`src/rtl/honzales_pkg.sv`:
```
// Shared constants, register map and helpers for the honzales counter slice.
package honzales_pkg;

    localparam int unsigned IO_PADS            = 38;
    localparam int unsigned DEFAULT_WIDTH      = 8;
    localparam int unsigned DEFAULT_PRESCALE_W = 16;
    localparam int unsigned DEFAULT_EN_PIN     = 32;
    localparam logic [31:0] DEFAULT_BASE_ADR   = 32'h3000_0000;

    localparam logic [3:0] CTRL_OFS     = 4'h0;
    localparam logic [3:0] COUNT_OFS    = 4'h4;
    localparam logic [3:0] PRESCALE_OFS = 4'h8;

    typedef enum logic [1:0] {
        RegCtrl,
        RegCount,
        RegPrescale,
        RegNone
    } reg_e;

    // Low address bits are ignored; registers are word-sized.
    function automatic reg_e decode_reg(input logic [3:0] ofs);
        reg_e r;
        unique case ({ofs[3:2], 2'b00})
            CTRL_OFS:     r = RegCtrl;
            COUNT_OFS:    r = RegCount;
            PRESCALE_OFS: r = RegPrescale;
            default:      r = RegNone;
        endcase
        return r;
    endfunction

    function automatic logic [31:0] be_merge(input logic [31:0] old_v,
                                             input logic [31:0] new_v,
                                             input logic [3:0]  sel);
        logic [31:0] res;
        for (int b = 0; b < 4; b++) begin
            res[b*8 +: 8] = sel[b] ? new_v[b*8 +: 8] : old_v[b*8 +: 8];
        end
        return res;
    endfunction

endpackage

```
`src/rtl/honzales_counter_if.sv`:
```
// Wishbone slave bundle between the management SoC and the user area.
interface honzales_counter_if;

    logic        wbs_cyc_i;
    logic        wbs_stb_i;
    logic        wbs_we_i;
    logic [3:0]  wbs_sel_i;
    logic [31:0] wbs_adr_i;
    logic [31:0] wbs_dat_i;
    logic        wbs_ack_o;
    logic [31:0] wbs_dat_o;

    modport master (
        output wbs_cyc_i,
        output wbs_stb_i,
        output wbs_we_i,
        output wbs_sel_i,
        output wbs_adr_i,
        output wbs_dat_i,
        input  wbs_ack_o,
        input  wbs_dat_o
    );

    modport slave (
        input  wbs_cyc_i,
        input  wbs_stb_i,
        input  wbs_we_i,
        input  wbs_sel_i,
        input  wbs_adr_i,
        input  wbs_dat_i,
        output wbs_ack_o,
        output wbs_dat_o
    );

endinterface

```
`src/rtl/honzales_count_core.sv`:
```
// Prescaled up-counter with clear > load > increment > prescale > hold priority.
module honzales_count_core
    import honzales_pkg::*;
#(
    parameter int unsigned WIDTH      = DEFAULT_WIDTH,
    parameter int unsigned PRESCALE_W = DEFAULT_PRESCALE_W
) (
    input  logic                  clk_i,
    input  logic                  rst_i,
    input  logic                  ext_en_i,
    input  logic                  sw_en_i,
    input  logic                  load_i,
    input  logic [WIDTH-1:0]      load_val_i,
    input  logic [PRESCALE_W-1:0] prescale_i,
    output logic [WIDTH-1:0]      count_o
);

    logic [WIDTH-1:0]      count_d, count_q;
    logic [PRESCALE_W-1:0] pre_d, pre_q;

    always_comb begin
        count_d = count_q;
        pre_d   = pre_q;
        if (!ext_en_i) begin
            count_d = '0;
            pre_d   = '0;
        end else if (load_i) begin
            count_d = load_val_i;
            pre_d   = '0;
        end else if (sw_en_i) begin
            // A prescale value below pre_q waits for pre_q to wrap naturally.
            if (pre_q == prescale_i) begin
                count_d = count_q + WIDTH'(1);
                pre_d   = '0;
            end else begin
                pre_d = pre_q + PRESCALE_W'(1);
            end
        end
    end

    always_ff @(posedge clk_i or posedge rst_i) begin
        if (rst_i) begin
            count_q <= '0;
            pre_q   <= '0;
        end else begin
            count_q <= count_d;
            pre_q   <= pre_d;
        end
    end

    assign count_o = count_q;

endmodule

```
`src/rtl/honzales_counter.sv`:
```
// Caravel user block: Wishbone register file plus a prescaled counter on the pads.
module honzales_counter
    import honzales_pkg::*;
#(
    parameter int unsigned WIDTH      = DEFAULT_WIDTH,
    parameter int unsigned PRESCALE_W = DEFAULT_PRESCALE_W,
    parameter int unsigned EN_PIN     = DEFAULT_EN_PIN,
    parameter logic [31:0] BASE_ADR   = DEFAULT_BASE_ADR
) (
    input  logic               wb_clk_i,
    input  logic               wb_rst_i,
    honzales_counter_if.slave  wb,
    input  logic [IO_PADS-1:0] io_in,
    output logic [IO_PADS-1:0] io_out,
    output logic [IO_PADS-1:0] io_oeb
);

    localparam logic [IO_PADS-1:0] OEB_CONST = {{(IO_PADS - WIDTH){1'b1}}, {WIDTH{1'b0}}};

    logic                  ack_d, ack_q;
    logic [31:0]           dat_d, dat_q;
    logic                  sw_en_d, sw_en_q;
    logic [PRESCALE_W-1:0] prescale_d, prescale_q;
    logic                  load;
    logic [WIDTH-1:0]      load_val;
    logic [WIDTH-1:0]      count;
    logic                  hit, req;
    reg_e                  reg_sel;
    logic [31:0]           rdata, wdata;

    assign hit     = wb.wbs_cyc_i & wb.wbs_stb_i & (wb.wbs_adr_i[31:4] == BASE_ADR[31:4]);
    // Holding stb through the ack cycle must not start a second access.
    assign req     = hit & ~ack_q;
    assign reg_sel = decode_reg(wb.wbs_adr_i[3:0]);

    always_comb begin
        unique case (reg_sel)
            RegCtrl:     rdata = {31'b0, sw_en_q};
            RegCount:    rdata = 32'(count);
            RegPrescale: rdata = 32'(prescale_q);
            default:     rdata = '0;
        endcase
        wdata = be_merge(rdata, wb.wbs_dat_i, wb.wbs_sel_i);
    end

    always_comb begin
        ack_d      = req;
        dat_d      = '0;
        sw_en_d    = sw_en_q;
        prescale_d = prescale_q;
        load       = 1'b0;
        load_val   = count;
        if (req && wb.wbs_we_i) begin
            unique case (reg_sel)
                RegCtrl:     sw_en_d = wdata[0];
                RegCount: begin
                    load     = 1'b1;
                    load_val = wdata[WIDTH-1:0];
                end
                RegPrescale: prescale_d = wdata[PRESCALE_W-1:0];
                default: ;
            endcase
        end else if (req) begin
            dat_d = rdata;
        end
    end

    always_ff @(posedge wb_clk_i or posedge wb_rst_i) begin
        if (wb_rst_i) begin
            ack_q      <= 1'b0;
            dat_q      <= '0;
            sw_en_q    <= 1'b1;
            prescale_q <= '0;
        end else begin
            ack_q      <= ack_d;
            dat_q      <= dat_d;
            sw_en_q    <= sw_en_d;
            prescale_q <= prescale_d;
        end
    end

    honzales_count_core #(
        .WIDTH      (WIDTH),
        .PRESCALE_W (PRESCALE_W)
    ) u_core (
        .clk_i      (wb_clk_i),
        .rst_i      (wb_rst_i),
        .ext_en_i   (io_in[EN_PIN]),
        .sw_en_i    (sw_en_q),
        .load_i     (load),
        .load_val_i (load_val),
        .prescale_i (prescale_q),
        .count_o    (count)
    );

    assign wb.wbs_ack_o = ack_q;
    assign wb.wbs_dat_o = dat_q;
    assign io_out       = {{(IO_PADS - WIDTH){1'b0}}, count};
    assign io_oeb       = OEB_CONST;

    logic unused_sink;
    assign unused_sink = ^{io_in, wb.wbs_adr_i[1:0], wdata};

endmodule

```
`src/flat_wrapper.sv`:
```
// flat-port wrapper written by rule: the top's interface ports become plain ports
module honzales_counter_flat import honzales_pkg::*;
#(
    parameter int unsigned WIDTH      = DEFAULT_WIDTH,
    parameter int unsigned PRESCALE_W = DEFAULT_PRESCALE_W,
    parameter int unsigned EN_PIN     = DEFAULT_EN_PIN,
    parameter logic [31:0] BASE_ADR   = DEFAULT_BASE_ADR
)
  (wb_clk_i, wb_rst_i, io_in, io_out, io_oeb, wb_wbs_cyc_i, wb_wbs_stb_i, wb_wbs_we_i, wb_wbs_sel_i, wb_wbs_adr_i, wb_wbs_dat_i, wb_wbs_ack_o, wb_wbs_dat_o);
  honzales_counter_if wb_i ();
  input  logic wb_clk_i;
  input  logic wb_rst_i;
  input  logic [IO_PADS-1:0] io_in;
  output logic [IO_PADS-1:0] io_out;
  output logic [IO_PADS-1:0] io_oeb;
  input wire logic [$bits(wb_i.wbs_cyc_i)-1:0] wb_wbs_cyc_i;
  input wire logic [$bits(wb_i.wbs_stb_i)-1:0] wb_wbs_stb_i;
  input wire logic [$bits(wb_i.wbs_we_i)-1:0] wb_wbs_we_i;
  input wire logic [$bits(wb_i.wbs_sel_i)-1:0] wb_wbs_sel_i;
  input wire logic [$bits(wb_i.wbs_adr_i)-1:0] wb_wbs_adr_i;
  input wire logic [$bits(wb_i.wbs_dat_i)-1:0] wb_wbs_dat_i;
  output wire logic [$bits(wb_i.wbs_ack_o)-1:0] wb_wbs_ack_o;
  output wire logic [$bits(wb_i.wbs_dat_o)-1:0] wb_wbs_dat_o;
  assign wb_i.wbs_cyc_i = wb_wbs_cyc_i;
  assign wb_i.wbs_stb_i = wb_wbs_stb_i;
  assign wb_i.wbs_we_i = wb_wbs_we_i;
  assign wb_i.wbs_sel_i = wb_wbs_sel_i;
  assign wb_i.wbs_adr_i = wb_wbs_adr_i;
  assign wb_i.wbs_dat_i = wb_wbs_dat_i;
  assign wb_wbs_ack_o = wb_i.wbs_ack_o;
  assign wb_wbs_dat_o = wb_i.wbs_dat_o;
  honzales_counter #(.WIDTH(WIDTH), .PRESCALE_W(PRESCALE_W), .EN_PIN(EN_PIN), .BASE_ADR(BASE_ADR)) u_core (.wb_clk_i(wb_clk_i), .wb_rst_i(wb_rst_i), .wb(wb_i), .io_in(io_in), .io_out(io_out), .io_oeb(io_oeb));
endmodule
```
`config.mk`:
```
export PLATFORM = sky130hd
export DESIGN_NAME = honzales_counter_flat
export DESIGN_NICKNAME = d
export VERILOG_FILES = /design/src/rtl/honzales_pkg.sv /design/src/rtl/honzales_counter_if.sv /design/src/rtl/honzales_count_core.sv /design/src/rtl/honzales_counter.sv /design/src/flat_wrapper.sv
export SDC_FILE = /design/constraint.sdc
export NUM_CORES = 1
export LEC_CHECK = 0
export CAP_MARGIN = 20
export CORE_ASPECT_RATIO = 1.2
export CORE_MARGIN = 4
export CORE_UTILIZATION = 25
export DETAILED_ROUTE_END_ITERATION = 10
export SKIP_CTS_REPAIR_TIMING = 1
export SYNTH_ARGS = -nofsm -noshare
export SYNTH_HDL_FRONTEND = slang
export SYNTH_SLANG_ARGS = --single-unit
```
`constraint.sdc`:
```
create_clock -name wb_clk_i -period 2.4 [get_ports wb_clk_i]
set_clock_uncertainty 0.1 [all_clocks]
set_input_delay 0.72 -clock wb_clk_i [delete_from_list [all_inputs] [get_ports wb_clk_i]]
set_output_delay 0.72 -clock wb_clk_i [all_outputs]
set_load 0.05 [all_outputs]
```
==> results of run 1 <==
[worst register-to-register path, delay by kind of cell (launching register included)]
kind                      cells  cell delay [ns]
xor gates and xnor gates      2             0.48
AOI/OAI and AO/OA             1             0.10
DFF                           1             0.43
buffers and inverters         1             0.22
and+or+nand+nor               3             0.72
[cell type report]
cell class | count | area [um^2] | share of cell area
well taps | 200 | 250 | 0.0499
clock buffers | 11 | 253 | 0.0504
repair buffers | 102 | 1010 | 0.202
flip-flops and latches | 58 | 1450 | 0.290
multi-input cells | 297 | 1900 | 0.379
inverters | 12 | 45.0 | 0.00899
clock inverters | 5 | 100 | 0.0200
[routing by layer]
| metal | part of all wire | up-vias | routed length (um) |
|---|---|---|---|
| met3 | 0.052 | 18 | 501 |
| met2 | 0.54 | 113 | 5180 |
| met4 | 0.027 | 0 | 261 |
| li1 | - | 1346 | - |
| met1 | 0.38 | 1391 | 3640 |
| met5 | 0 | - | 0 |
[state kept, by name, summed over array words and instances, names as in the netlist]
register and count:
u_core.wb.wbs_dat_o 16, u_core.wb.wbs_ack_o 1, u_core.u_core.pre_q 16, u_core.prescale_q 16
u_core.sw_en_q 1, u_core.u_core.count_o 8
[power by group through the flow]
stage               clock network [W]  registers (W)  logic, W
floorplan                           0        0.00100  0.000459
global placement                    0        0.00101  0.000478
detailed placement                  0        0.00101  0.000482
CTS                           0.00153       0.000990  0.000483
global route                  0.00158       0.000990  0.000515
finish                        0.00151       0.000991  0.000493
[cell families after synthesis]
logic type	share of synthesized area
xor gates and xnor gates	0.0565
muxes	0.0764
other	0.00203
DFF	0.392
and+or+nand+nor	0.179
adders and majority gates	0.00676
buffers and inverters	0.206
AOI/OAI and AO/OA	0.0811
[metrics by stage]
step,area [um^2],setup slack (ns),hold slack (ns),power (W),cells
after global routing,5010,-0.0179,0.467,0.00308,685
final,5010,0.0686,0.430,0.00299,685
after floorplan,4010,0.154,0.392,0.00146,465
after CTS,4850,-0.109,0.440,0.00301,684
after global placement,4500,-0.401,0.417,0.00148,668
after detailed placement,4500,-0.456,0.424,0.00149,668
[cell usage after synthesis, types with 2 or more instances]
| library cell | n | share of area |
|---|---|---|
| buf_4 | 85 | 0.17 |
| dfrtp_1 | 57 | 0.39 |
| nand2_1 | 26 | 0.026 |
| and3_1 | 18 | 0.030 |
| mux2i_1 | 17 | 0.046 |
| a21oi_1 | 16 | 0.022 |
| o21ai_0 | 15 | 0.020 |
| xnor2_1 | 15 | 0.035 |
| inv_1 | 12 | 0.012 |
| mux2_2 | 10 | 0.030 |
| nand4_1 | 10 | 0.017 |
| nor2_1 | 9 | 0.0091 |
| and2_1 | 8 | 0.014 |
| a22o_1 | 7 | 0.017 |
| nor4_1 | 7 | 0.012 |
| xor2_1 | 7 | 0.017 |
| o22ai_1 | 6 | 0.010 |
| or3b_1 | 6 | 0.014 |
| buf_2 | 5 | 0.0068 |
| nand3_1 | 5 | 0.0068 |
| or3_1 | 5 | 0.0085 |
| clkbuf_1 | 4 | 0.0041 |
| nor2b_1 | 4 | 0.0068 |
| nor3_1 | 4 | 0.0054 |
| buf_6 | 3 | 0.0091 |
| and4_1 | 2 | 0.0047 |
| conb_1 | 2 | 0.0020 |
| ha_1 | 2 | 0.0068 |
| o22ai_2 | 2 | 0.0068 |
| or4_1 | 2 | 0.0041 |
[worst paths after layout]
path	to	from	slack (ns)
max	wb_wbs_ack_o	u_core.wb.wbs_ack_o	0.07
min	u_core.wb.wbs_dat_o[11]	u_core.prescale_q[11]	0.43
max reg2reg	u_core.u_core.count_o[3]	u_core.u_core.pre_q[6]	0.23
min reg2reg	u_core.wb.wbs_dat_o[11]	u_core.prescale_q[11]	0.43
max in group asynchronous	u_core.sw_en_q	wb_rst_i	1.01
min in group asynchronous	u_core.wb.wbs_dat_o[0]	wb_rst_i	0.62
==> metrics.txt, run 1 <==
largest net degree at the start of global routing=25; clock slew at reported path FFs=0.05 ns; synth warn=0; Hold WC Path Type=reg -> reg; met2 global-route usage=0.189; Sequential Power Share=0.331; Cells after Synth=383; CP Buf/Inv Count=1; switching portion of total power=0.275; total number of H-tree levels=3; CP peak stage delay=0.82 ns; Comb pwr share=0.165; Final Setup Violations=0; mapped cell area=3700 um^2; EDFF count, synth=0; first-pass GRT wire length=14200 um; total clock buffers created by CTS=9; die area=16800 um^2; via count=2868; worst path arrival time=1.51 ns; Residual DRC=0; Fmax=429 MHz; placer congestion estimate=0.818; LEAKAGE=2.44 nW; synthesized area per cell=9.66 um^2; Vias per Instance=4.19; maxcap violations=0; GRT Overall Usage=0.106; Post-DRT Antenna Nets=0; final cycle utilization of the critical path=0.971; Psw=0.000824 W; initial core utilization=0.256; initial antenna violation count=0; die span in y=141 um; internal power=0.00217 W; Longest Clk Path Bufs=2; core footprint=14500 um^2; Slew Viols, Final=0; reg2reg path depth=7; fraction of layout cells with a size suffix above 1=0.165; drt total wl=9580 um; Async SR Flop Fraction=1.00; First DRT Iteration DRCs=171; Overflow after GRT=0; count of cell types in the netlist=42; die width=119 um; power per cell area=597 nW/um^2; met1 usage=0.119; slowest cell on the critical path=clkdlybuf4s50_1; critical path's top delay family=buffers and inverters; Hold Path Depth=1; Startpoint Class=flop; Clock Sinks=58; commonest cells after routing, fill and taps aside=conb_1 (84), dfrtp_1 (57), clkdlybuf4s50_1 (54), buf_4 (28), nand2_1 (26); clk root buf=clkbuf_16; Top FF cell, synth=dfrtp_1; clock power share=0.504; hpwl dp=7200 um; Skew-Pair Late Insertion Delay=0.33 ns; vias in the first global route=2729; critical path type=reg -> out; Top-Level Pins=220; stages on the worst setup path=1; DR WL/cell=14.0 um; Layout area overhead=35.4%; global route hottest layer=met2; number of port buffers=78; antenna cells=0; flops & latches, synth=58; Rows=48; sequential area share after synthesis=0.392; Slew headroom=0.576; CP Capture Type=output port; status=finished clean; Hold Vio Cnt, Final=0; Cell Chain, Critical Path=clkdlybuf4s50_1; Peak VDD IR=0.359 mV; WP data required=1.58 ns; Layout Nets=593; critical path peak fanout=2; fill count=1467; most common cell after layout, fill and taps aside=conb_1; worst slew pin tran=0.631 ns; TNS Setup=0 ns; DR pass1 iterations=4; TritonCTS clock tree=built; utilization after layout=0.346; M3 GR Usage=0.0203; crit path time final=2.33 ns
(Power assumes the default switching activity.)
==> inputs of run 2 (changes only) <==
==> constraint.sdc (replaced) <==
create_clock -name wb_clk_i -period 2.4 [get_ports wb_clk_i]
set_clock_uncertainty 0.1 [all_clocks]
set_input_delay 0.48 -clock wb_clk_i [delete_from_list [all_inputs] [get_ports wb_clk_i]]
set_output_delay 0.48 -clock wb_clk_i [all_outputs]
set_load 0.05 [all_outputs]
==> metrics.txt, run 2 (same netlist as run 1, synthesis figures left out) <==
storage element area=1450 um^2; DR WL/cell=13.5 um; first-pass GRT wire length=14000 um; worst path arrival time=2.44 ns; initial core utilization=0.256; TritonCTS clock tree=built; via count=2787; maxcap violations=0; multi-input gate area in the final layout=1800 um^2; Pwr Total=0.00279 W; worst slew pin tran=0.567 ns; placer congestion estimate=0.830; most common cell after layout, fill and taps aside=conb_1; Overflow after GRT=0; met2 global-route usage=0.185; utilization after layout=0.330; hpwl dp=7000 um; critical path peak fanout=4; WP data required=2.51 ns; Startpoint Class=primary input; total number of H-tree levels=3; Rows=48; Longest Clk Path Bufs=2; Layout Nets=583; Final Setup Violations=0; Vias per Instance=4.13; largest net degree at the start of global routing=30; RSZ-0062 raised after global routing=false; die area=16800 um^2; met1 usage=0.119; critical path type=in -> reg; fraction of layout cells with a size suffix above 1=0.103; Post-DRT Antenna Nets=0; slowest cell on the critical path=clkdlybuf4s50_1; DR pass1 iterations=4; crit path time final=2.33 ns; Clock Sinks=58; TNS Setup=0 ns; GRT Overall Usage=0.104; First DRT Iteration DRCs=130; Top-Level Pins=220; clk root buf=clkbuf_16; drt total wl=9080 um; Slew headroom=0.619; core footprint=14500 um^2; die width=119 um; final cycle utilization of the critical path=0.970; CP Capture Type=flop; Residual DRC=0; power per cell area=584 nW/um^2; initial antenna violation count=0; Skew-Pair Late Insertion Delay=0.33 ns; clock slew at reported path FFs=0.05 ns; M3 GR Usage=0.0199; total clock buffers created by CTS=9; Hold WC Path Type=in -> async; global route hottest layer=met2; vias in the first global route=2658; status=finished clean; Hold Vio Cnt, Final=0; CP peak stage delay=0.40 ns; Cell Chain, Critical Path=clkdlybuf4s50_1 -> nor4_1 -> nand4_1 -> nor2_1 -> and3_1 -> buf_4 -> mux2_2; Fmax=430 MHz; commonest cells after routing, fill and taps aside=conb_1 (84), clkdlybuf4s50_1 (78), dfrtp_1 (57), nand2_1 (26), and3_1 (18); Layout area overhead=29.2%; die span in y=141 um; fill count=1473; number of port buffers=78; Peak VDD IR=0.334 mV; LEAKAGE=2.18 nW; Slew Viols, Final=0; antenna cells=0
==> run 2: worst max-delay path: cells and delay by family <==
kind / cells / cell delay (ns)
mux: 1 / 0.33
buf+inv: 2 / 0.60
simple gates: 4 / 1.02
==> run 2: metal layers <==
metal / wire length [um] / vias up
li1: - / 1325
met5: 0 / -
met3: 545 / 10
met2: 4920 / 120
met4: 159 / 0
met1: 3460 / 1332
==> run 2: cell type report <==
class,count,share of cell area
Multi-Input combinational cell,297,0.377
Sequential cell,58,0.304
Timing Repair Buffer,92,0.193
Clock buffer,14,0.0573
Tap cell,200,0.0523
Inverter,12,0.00942
Clock inverter,2,0.00733
==> run 2: where the power goes <==
| part | internal [W] | total, W | switching (W) | leakage (nW) |
|---|---|---|---|---|
| logic | 0.000114 | 0.000478 | 0.000365 | 1.26 |
| registers | 0.000984 | 0.000990 | 0.00000659 | 0.768 |
| clock network | 0.000886 | 0.00132 | 0.000436 | 0.153 |
==> run 2: stage by stage <==
stage,setup WS [ns],hold WS (ns),instances,area (um^2)
6_report,0.0718,0.379,675,4780
5_1_grt,0.00482,0.419,675,4780
4_1_cts,0.0777,0.395,675,4780
3_5_place_dp,-0.259,0.422,659,4470
3_3_place_gp,-0.184,0.417,659,4470
2_1_floorplan,0.394,0.392,465,4010
==> run 2: final timing paths <==
kind	startpoint	end	slack, ns	depth (start not counted)
max in group asynchronous	wb_rst_i	u_core.u_core.count_o[2]	1.28	3
max reg2reg	u_core.u_core.pre_q[9]	u_core.u_core.pre_q[12]	0.29	7
min	wb_rst_i	u_core.wb.wbs_dat_o[7]	0.38	2
min reg2reg	u_core.prescale_q[13]	u_core.wb.wbs_dat_o[13]	0.43	1
min in group wb_clk_i	u_core.prescale_q[13]	u_core.wb.wbs_dat_o[13]	0.43	1
max	wb_wbs_adr_i[21]	u_core.prescale_q[0]	0.07	7
